==> src/rtl/firewall_top.sv <==
// rtl/firewall_top.sv - bus-monitoring firewall: address rules, data signatures, repeat detection, timed lockout
module firewall_top #(
  parameter int          LOCK_CYCLES   = 16,
  parameter int          REPEAT_THRESH = 3,
  parameter logic [15:0] FORBID_ADDR0  = 16'h1234,
  parameter logic [15:0] FORBID_ADDR1  = 16'h0000
) (
  input  logic        clk,
  input  logic        rst,
  input  logic [31:0] data_in,
  input  logic [15:0] addr,
  input  logic        wr_en,
  input  logic        rd_en,
  output logic        alert_out,
  output logic        firewall_block,
  output logic [1:0]  led_status
);

  localparam logic [4:0] LOCK_LOAD = 5'(LOCK_CYCLES);
  localparam logic [2:0] REP_LIMIT = 3'(REPEAT_THRESH);

  logic        access;
  logic        rule_hit;
  logic        sig_hit;
  logic        rep_hit;
  logic        same_data;
  logic        violation;
  logic [2:0]  rep_next;

  logic        rule_violation;
  logic        signature_flag;
  logic        repeat_flag;
  logic [31:0] last_data;
  logic        hist_valid;
  logic [2:0]  rep_cnt;
  logic [4:0]  lock_cnt;

  assign access    = wr_en | rd_en;
  assign rule_hit  = wr_en & ((addr == FORBID_ADDR0) | (addr == FORBID_ADDR1) | rd_en);
  assign sig_hit   = access & ((data_in == 32'hDEADBEEF) |
                               (data_in == 32'hCAFEBABE) |
                               (data_in == 32'h0000BEEF));
  assign same_data = access & hist_valid & (data_in == last_data);

  // Run length of identical data including the current access, saturating at 7.
  always_comb begin
    rep_next = 3'd1;
    if (same_data) begin
      rep_next = (rep_cnt == 3'd7) ? 3'd7 : rep_cnt + 3'd1;
    end
  end

  assign rep_hit   = access & (rep_next >= REP_LIMIT);
  assign violation = rule_hit | sig_hit | rep_hit;

  always_ff @(posedge clk or posedge rst) begin
    if (rst) begin
      rule_violation <= 1'b0;
      signature_flag <= 1'b0;
      repeat_flag    <= 1'b0;
      last_data      <= 32'h0;
      hist_valid     <= 1'b0;
      rep_cnt        <= 3'd0;
      lock_cnt       <= 5'd0;
    end else begin
      rule_violation <= rule_hit;
      signature_flag <= sig_hit;
      repeat_flag    <= rep_hit;
      if (access) begin
        last_data  <= data_in;
        hist_valid <= 1'b1;
        rep_cnt    <= rep_next;
      end
      // Every violation restarts the full lockout window.
      if (violation) begin
        lock_cnt <= LOCK_LOAD;
      end else if (lock_cnt != 5'd0) begin
        lock_cnt <= lock_cnt - 5'd1;
      end
    end
  end

  assign alert_out      = rule_violation | signature_flag | repeat_flag;
  assign firewall_block = (lock_cnt != 5'd0);
  assign led_status     = {firewall_block, alert_out};

endmodule

==> config.mk <==
export PLATFORM = sky130hd
export DESIGN_NAME = firewall_top
export DESIGN_NICKNAME = d
export VERILOG_FILES = /design/src/rtl/firewall_top.sv
export SDC_FILE = /design/constraint.sdc
export NUM_CORES = 1
export LEC_CHECK = 0
export CORE_UTILIZATION = 48
export CTS_CLUSTER_SIZE = 16
export DETAILED_ROUTE_END_ITERATION = 8
export PLACE_DENSITY_LB_ADDON = 0.05
export SLEW_MARGIN = 20
export SYNTH_ARGS = -nofsm -noshare
export SYNTH_HDL_FRONTEND = slang
export SYNTH_SLANG_ARGS = --single-unit
==> constraint.sdc <==
create_clock -name clk -period 3.1 [get_ports clk]
set_input_delay 0.31 -clock clk [delete_from_list [all_inputs] [get_ports clk]]
set_output_delay 0.31 -clock clk [all_outputs]
set_load 0.05 [all_outputs]
-- Word-level counts from Yosys, hierarchy flattened
Cells that the tools add are included.
- bits in registers: 44
- bits of input ports: 52
- output and inout bits: 4
- word-level logic and storage cells: 37
- $add $sub $neg: 2
- order comparisons: 1
- eq/ne operators: 6
- multiplexer cells: 4
- bitwise gates (word level): 14
- reduce and logical (&&, ||, !) cells: 3
- operators by type and width (operator ; number):
    32-bit equality test (second input constant) ; 2
    32-bit by 16-bit equality test with 1-bit output (second input constant) ; 1
    32-bit equality test ; 1
    16-bit by 13-bit equality test with 1-bit output (second input constant) ; 1
    16-bit zero test ; 1
    5-bit 2-to-1 mux ; 2
    1-bit OR ; 9
    3-bit 2-to-1 mux ; 2
    1-bit AND ; 5
    5-bit nonzero test ; 1
    5-bit by 1-bit subtractor with 5-bit output (second input constant) ; 1
    3-bit by 1-bit adder with 3-bit output (second input constant) ; 1
    3-bit equality test (second input constant) ; 1
    3-bit by 2-bit >= comparator with 1-bit output (second input constant) ; 1
    2-bit nonzero test ; 1

-- Depth between registers and ports, before layout
- depth after elaboration: 8
- mapped depth: 7
- depth with buffers taken out: 7

-- Worst setup path before layout
Ideal clock, no wire load.
- kind: reg2out
- from: register lock_cnt[0]
- to: output led_status[1]
- arrival time: 1.588 ns
- data required time: 2.790 ns
- path slack: 1.202 ns
- cell stages (with the launch flop): 6
- path buffers: 1
- cells stage by stage: dfrtp_1 inv_1 ha_1 nor4b_2 inv_1 buf_4
- longest elaborated chain between the ends: 1
- ends and longest elaborated chain (element ; line ; RTL):
    from (decl) ; 36 ; logic [4:0] lock_cnt;
    from (signal assigned) ; 78 ; lock_cnt <= lock_cnt - 5'd1;
    5-bit nonzero test ; 84 ; assign firewall_block = (lock_cnt != 5'd0);
    to (decl) ; 16 ; output logic [1:0] led_status
Every way passes these cells.

-- Final worst setup path
Ends and elaborated chain as after synthesis.

==> summary.md <==
| Metric | Value |
|---|---|
| Status | `finished clean` |
| Critical Path AT | `2.26 ns` |
| Final HPWL DP | `3.84 mm` |
| CP bufs+invs | `3` |
| P_int | `0.00101 W` |
| DIE AREA | `0.00525 mm^2` |
| Layout filler cell count | `400` |
| Crit-path max FO | `5` |
| Worst path slowest cell | `clkdlybuf4s50_1` |
| Pins Over Slew Limit | `0` |
| Area Overhead vs Synth | `29.6%` |
| Die width | `72.5 um` |
| RSZ-0062 raised after global routing | `no` |
| Period utilisation layout | `0.828` |
| Setup TNS | `0 ns` |
| Initial antenna violation count | `0` |
| Height of the die | `72.5 um` |
| Synthesized instance count | `201` |
| Fin Hold WS | `0.315 ns` |
| Met1 usage | `0.267` |
| Synthesized area | `0.00238 mm^2` |
| Overall Power | `0.00144 W` |
| Layout cell share with drive strength beyond 1 | `0.185` |
| Max-slew headroom | `0.593` |
| Tightest Hold Check Type | `in -> async` |
| Drt pass-1 iters | `4` |
| CTS H-tree depth | `2` |
| Final setup violation count | `0` |
| CP Launch Type | `flop` |
| Clock power frac | `0.241` |
| Resize count post-CTS | `0` |
| Vias per inst | `5.28` |
| Top cell by count, worst path | `inv_1` |
| Worst Max-Slew Pin Slew | `0.607 ns` |
| Final Hold Fails | `0` |
| Synth unique cells | `39` |
| Met2 usage | `0.359` |
| Data required time of the worst path | `2.79 ns` |
| Flop pwr share | `0.477` |
| Post CTS Setup Buffer Count | `0` |
| Final clock skew | `0.00713 ns` |
| Via count of the first global-routing pass | `1,767` |
| CP top delay family | `buffers and inverters` |
| Synthesized flop and latch total | `44` |
| Worst IR drop on VDD | `0.000241 V` |
| CTS tree | `yes` |
| Post-CTS Hold Buffers | `0` |
| DRC Markers | `0` |
| Max incr delay on CP | `0.73 ns` |
| Port Buffers | `55` |
| Max-cap viol count | `0` |
| GRT busiest layer | `met2` |
| Core Region | `0.00475 mm^2` |
| # diodes | `0` |
| Total GRT Usage | `0.211` |
| Critical path class | `reg -> out` |
| Grt met3 use | `0.0458` |
| Clk sinks | `44` |
| Root buffer cell | `clkbuf_8` |
| Initial core utilization | `0.501` |
| Fmax achieved | `389 MHz` |
| Logic pwr share | `0.282` |
| Switching pwr | `0.000438 W` |
| Total CTS buffers | `5` |
| Power per cell area | `468 mW/mm^2` |
| Avg Cell Area, Syn | `11.9 um^2` |
| Vias | `1,726` |
| Sw Share | `0.303` |
| Clock tree buffer depth | `2` |
| Worst Setup End Kind | `output port` |
| Post-Syn Nets | `256` |
| Count of antenna-violating nets left after detailed routing | `0` |
| Final instance area | `0.00309 mm^2` |
| Largest net degree at the start of global routing | `30` |
| GRT Residual Overflow | `0` |
| Row count | `25` |
| Worst-Skew Late Latency | `0.30 ns` |
| Crit path time final | `2.57 ns` |
| Clock slew at reported path FFs | `0.08 ns` |
| Crit-path cells | `inv_1 > ha_1 > nor4b_2 > inv_1 > clkdlybuf4s50_1` |
| Number of synthesis warnings | `0` |
| Routability cong. | `0.809` |
| Final #Nets | `315` |
| Global-route wire length before repair | `8.32 mm` |
| Placed cell area | `0.00301 mm^2` |
| Register area share after synthesis | `0.462` |
| Final Util | `0.649` |
| Area of the multi-input gates | `0.00123 mm^2` |
| Top-Level Pins | `56` |
| Area occupied by registers | `0.00110 mm^2` |
| Final wirelength | `4.79 mm` |
| Leakage power | `1.22 nW` |
| DRT iter0 DRCs | `61` |
| Avg WL per Cell | `14.6 um` |
==> cells in the mapped netlist <==
cell type,number,area (um^2)
nand3_1,5,25.0
a22oi_1,1,7.51
nor4b_2,1,15.0
mux2_2,32,360
or4_1,2,15.0
or3_1,3,18.8
a311oi_4,1,26.3
o21a_1,1,7.51
nand4bb_1,1,11.3
a21o_1,1,7.51
o211ai_1,1,7.51
xnor2_1,17,149
nand4b_1,2,17.5
or2_4,1,8.76
nor2_1,6,22.5
nor2_2,1,6.26
ha_1,3,37.5
xor2_1,17,149
or4b_1,1,10.0
a32oi_1,1,8.76
nor4b_1,1,8.76
a21oi_1,3,15.0
nand4_1,9,56.3
buf_4,2,15.0
nor3_1,6,30.0
o21ai_1,1,5.00
and3b_1,1,8.76
o22a_1,1,8.76
o21ai_0,1,5.00
nor4b_4,1,23.8
nand2_1,5,18.8
clkbuf_1,3,11.3
and4b_1,3,30.0
nor4_1,10,62.6
nor4_2,2,25.0
dfrtp_1,44,1100
inv_1,8,30.0
mux2i_1,1,10.0
nand3b_1,1,7.51
==> power groups by stage <==
stage / logic [W] / clock network (W) / registers (W)
final: 0.000407 / 0.000349 / 0.000689
after global routing: 0.000451 / 0.000381 / 0.000699
after CTS: 0.000413 / 0.000358 / 0.000690
after detailed placement: 0.000409 / 0 / 0.000702
after global placement: 0.000409 / 0 / 0.000698
after floorplan: 0.000271 / 0 / 0.000691
==> worst paths after layout <==
path,to,slack [ns],cells after the start,from
max,led_status[1],0.53,5,lock_cnt[0]$_DFFE_PP0P_
min in group clk,hist_valid$_DFFE_PP0N_,0.49,1,hist_valid$_DFFE_PP0N_
max reg2reg,lock_cnt[4]$_DFFE_PP0P_,1.28,5,last_data[26]$_DFFE_PP0N_
min reg2reg,hist_valid$_DFFE_PP0N_,0.49,1,hist_valid$_DFFE_PP0N_
min,last_data[28]$_DFFE_PP0N_,0.31,2,rst
max in group asynchronous,hist_valid$_DFFE_PP0N_,2.05,3,rst
==> worst register-to-register path, delay by kind of cell (launching register included) <==
family                    cells  cell delay (ns)
and+or+nand+nor               4             1.21
DFF                           1             0.39
xor gates and xnor gates      1             0.16
==> logic make-up after synthesis <==
| family | share of synthesized area |
|---|---|
| and+or+nand+nor | 0.177 |
| muxes | 0.155 |
| DFF | 0.462 |
| AOI/OAI and AO/OA | 0.0415 |
| adders and majority gates | 0.0157 |
| xor gates and xnor gates | 0.125 |
| buffers and inverters | 0.0236 |
==> placed cells by master (no fill, tap or decap), types with 2 or more instances in the layout <==
master,instances
buf_4,2
nand4b_1,2
a21oi_1,3
nor4_2,2
nor3_1,6
xor2_1,17
nor2_1,6
nor4_1,10
clkbuf_8,5
inv_1,7
nand3_1,5
clkdlybuf4s50_1,55
or4_1,2
dfrtp_1,44
nand2_1,5
mux2_2,32
nand4_1,9
and4b_1,3
or3_1,3
xnor2_1,17
ha_1,3
==> sequential cells by signal (all words and copies together), names as in the netlist <==
signal,cells
last_data,32
lock_cnt,5
rep_cnt,3
hist_valid,1
repeat_flag,1
rule_violation,1
signature_flag,1
==> cell type report <==
type                            instances  area share
Tap cell                               67      0.0271
Timing Repair Buffer                   57       0.183
Sequential cell                        44       0.357
Inverter                                8     0.00972
Clock inverter                          2     0.00405
Multi-Input combinational cell        144       0.397
Clock buffer                            5      0.0223
==> stage by stage <==
step,setup slack (ns),cells
after floorplan,1.20,201
after global placement,0.838,320
after detailed placement,0.805,320
after CTS,0.511,327
after global routing,0.380,327
final,0.533,327
==> per-layer routing <==
metal / routed length, um / up-vias
met3: 146 / 6
met2: 2400 / 33
met5: 0 / -
met4: 59 / 0
li1: - / 856
met1: 2180 / 831
Note: power is estimated with default switching activity, not from simulation.
==> RTL change, RTL diff (same flow settings) <==
Add an input register stage for `data_in`, `addr`, `wr_en` and `rd_en`, cleared by the reset; this delays them by one clock.
--- a/src/rtl/firewall_top.sv
+++ b/src/rtl/firewall_top.sv
@@ -20,4 +20,23 @@
   localparam logic [2:0] REP_LIMIT = 3'(REPEAT_THRESH);
 
+  logic [31:0] data_q;
+  logic [15:0] addr_q;
+  logic wr_en_q;
+  logic rd_en_q;
+
+  always_ff @(posedge clk or posedge rst) begin
+    if (rst) begin
+      data_q  <= '0;
+      addr_q  <= '0;
+      wr_en_q <= '0;
+      rd_en_q <= '0;
+    end else begin
+      data_q  <= data_in;
+      addr_q  <= addr;
+      wr_en_q <= wr_en;
+      rd_en_q <= rd_en;
+    end
+  end
+
   logic        access;
   logic        rule_hit;
@@ -36,10 +55,10 @@
   logic [4:0]  lock_cnt;
 
-  assign access    = wr_en | rd_en;
-  assign rule_hit  = wr_en & ((addr == FORBID_ADDR0) | (addr == FORBID_ADDR1) | rd_en);
-  assign sig_hit   = access & ((data_in == 32'hDEADBEEF) |
-                               (data_in == 32'hCAFEBABE) |
-                               (data_in == 32'h0000BEEF));
-  assign same_data = access & hist_valid & (data_in == last_data);
+  assign access    = wr_en_q | rd_en_q;
+  assign rule_hit  = wr_en_q & ((addr_q == FORBID_ADDR0) | (addr_q == FORBID_ADDR1) | rd_en_q);
+  assign sig_hit   = access & ((data_q == 32'hDEADBEEF) |
+                               (data_q == 32'hCAFEBABE) |
+                               (data_q == 32'h0000BEEF));
+  assign same_data = access & hist_valid & (data_q == last_data);
 
   // Run length of identical data including the current access, saturating at 7.
@@ -68,5 +87,5 @@
       repeat_flag    <= rep_hit;
       if (access) begin
-        last_data  <= data_in;
+        last_data  <= data_q;
         hist_valid <= 1'b1;
         rep_cnt    <= rep_next;
Function: changed (a bounded check fails within 4 cycles, from zero or initial values and one cycle with rst high).
==> RTL change against the unedited design <==
  * Cell area increased by 45%
  * Largest power group unchanged
  * Non-clock buffer count increased by 1
  * Routed wire length increased by 28%
  * Core utilization decreased by 3.3 points
  * Critical path type unchanged
  * Clock power increased by 120%
  * Clock skew increased by 3.6 ps
  * Worst setup slack improved by 47 ps
  * Sequential cell count increased by 50
  * Area after synthesis increased by 51%
  * Hold slack got worse by 110 ps
  * Global-route usage decreased by 2.5 points
  * Total power increased by 77%
==> RTL change: results (changes against the unedited design) <==
metric;value;unit;change
most frequent cells after synthesis;94 x dfrtp_1, 32 x mux2_2, 20 x xor2_1;;was 44 x dfrtp_1, 32 x mux2_2, 17 x xnor2_1, 17 x xor2_1, 10 x nor4_1
sequential area share after synthesis;65.3;%;was 46.2%
clk_lat worst skew;360;ps;was 300 ps
met2 GRT Util;28.0;%;was 35.9%
sequential share of cell area;52.6;%;was 35.7%
register area;2350;um2;was 1100 um2
Area after DPL;4280;um2;was 3010 um2
Synth cell types;35;;was 39
post-synthesis adder-cell area fraction;1.04;%;was 1.57%
number of DRC markers in iteration 0;70;;was 61
post-synthesis xor/xnor area fraction;8.51;%;was 12.5%
final net count;366;;was 315
nonclk inv count;6;;was 8
#MultiIn Comb;142;;was 144
Arr. time, crit path;2210;ps;was 2260 ps
wire per inst;14.7;um;was 14.6 um
Post-Syn Area per Cell;14.5;um2;was 11.9 um2
largest net degree at the start of global routing;78;;was 30
routed wl met3;265;um;was 146 um
top post-synthesis cells by area;dfrtp_1 65%, mux2_2 10%, xor2_1 4.9%;;was dfrtp_1 46%, mux2_2 15%, xnor2_1 6.2%
placed insts;399;;was 320
Setup Skew;10.7;ps;was 7.13 ps
VDD IR max;0.251;mV;was 0.241 mV
Min Hold Slack;206;ps;was 315 ps
reg2reg start;rd_en_q;;was last_data[26]
status;finished clean;;unchanged
Largest regs;data_q x32, last_data x32, addr_q x16;;was last_data x32, lock_cnt x5, rep_cnt x3
P_sw;0.000694;W;was 0.000438 W
met3 Use GR;6.72;%;was 4.58%
FF-to-FF setup slack;910;ps;was 1280 ps
Non-CTS buffers;58;;was 57
final RePlAce weighted congestion;0.780;;was 0.809
H-Tree Depth;3;;was 2
RTL change: changes by cell type after synthesis, sizes merged, moves of 2 or more:
cell    unedited run  this run
inv                8         6
nor2               7         5
xor2              17        20
clkbuf             3         5
xnor2             17        15
nor4              12        17
nand3              5         2
or4                2         4
nand4b             2         4
dfrtp             44        94
nand4              9         7
and4b              3         1
RTL change: power groups by stage:
stage	Clock [W]	Sequential, W	Combinational, W
after floorplan	0	0.00141	0.000275
after global placement	0	0.00143	0.000402
after detailed placement	0	0.00143	0.000407
after CTS	0.000790	0.00141	0.000410
after global routing	0.000838	0.00142	0.000456
final	0.000751	0.00141	0.000404
RTL change: kinds of logic (layout without fill, tap and decap cells):
family / after synthesis / count (layout)
DFF: 94 / 94
and+or+nand+nor: 60 / 60
xor gates and xnor gates: 35 / 35
muxes: 33 / 33
buffers and inverters: 13 / 80
AOI/OAI and AO/OA: 11 / 11
adders and majority gates: 3 / 3
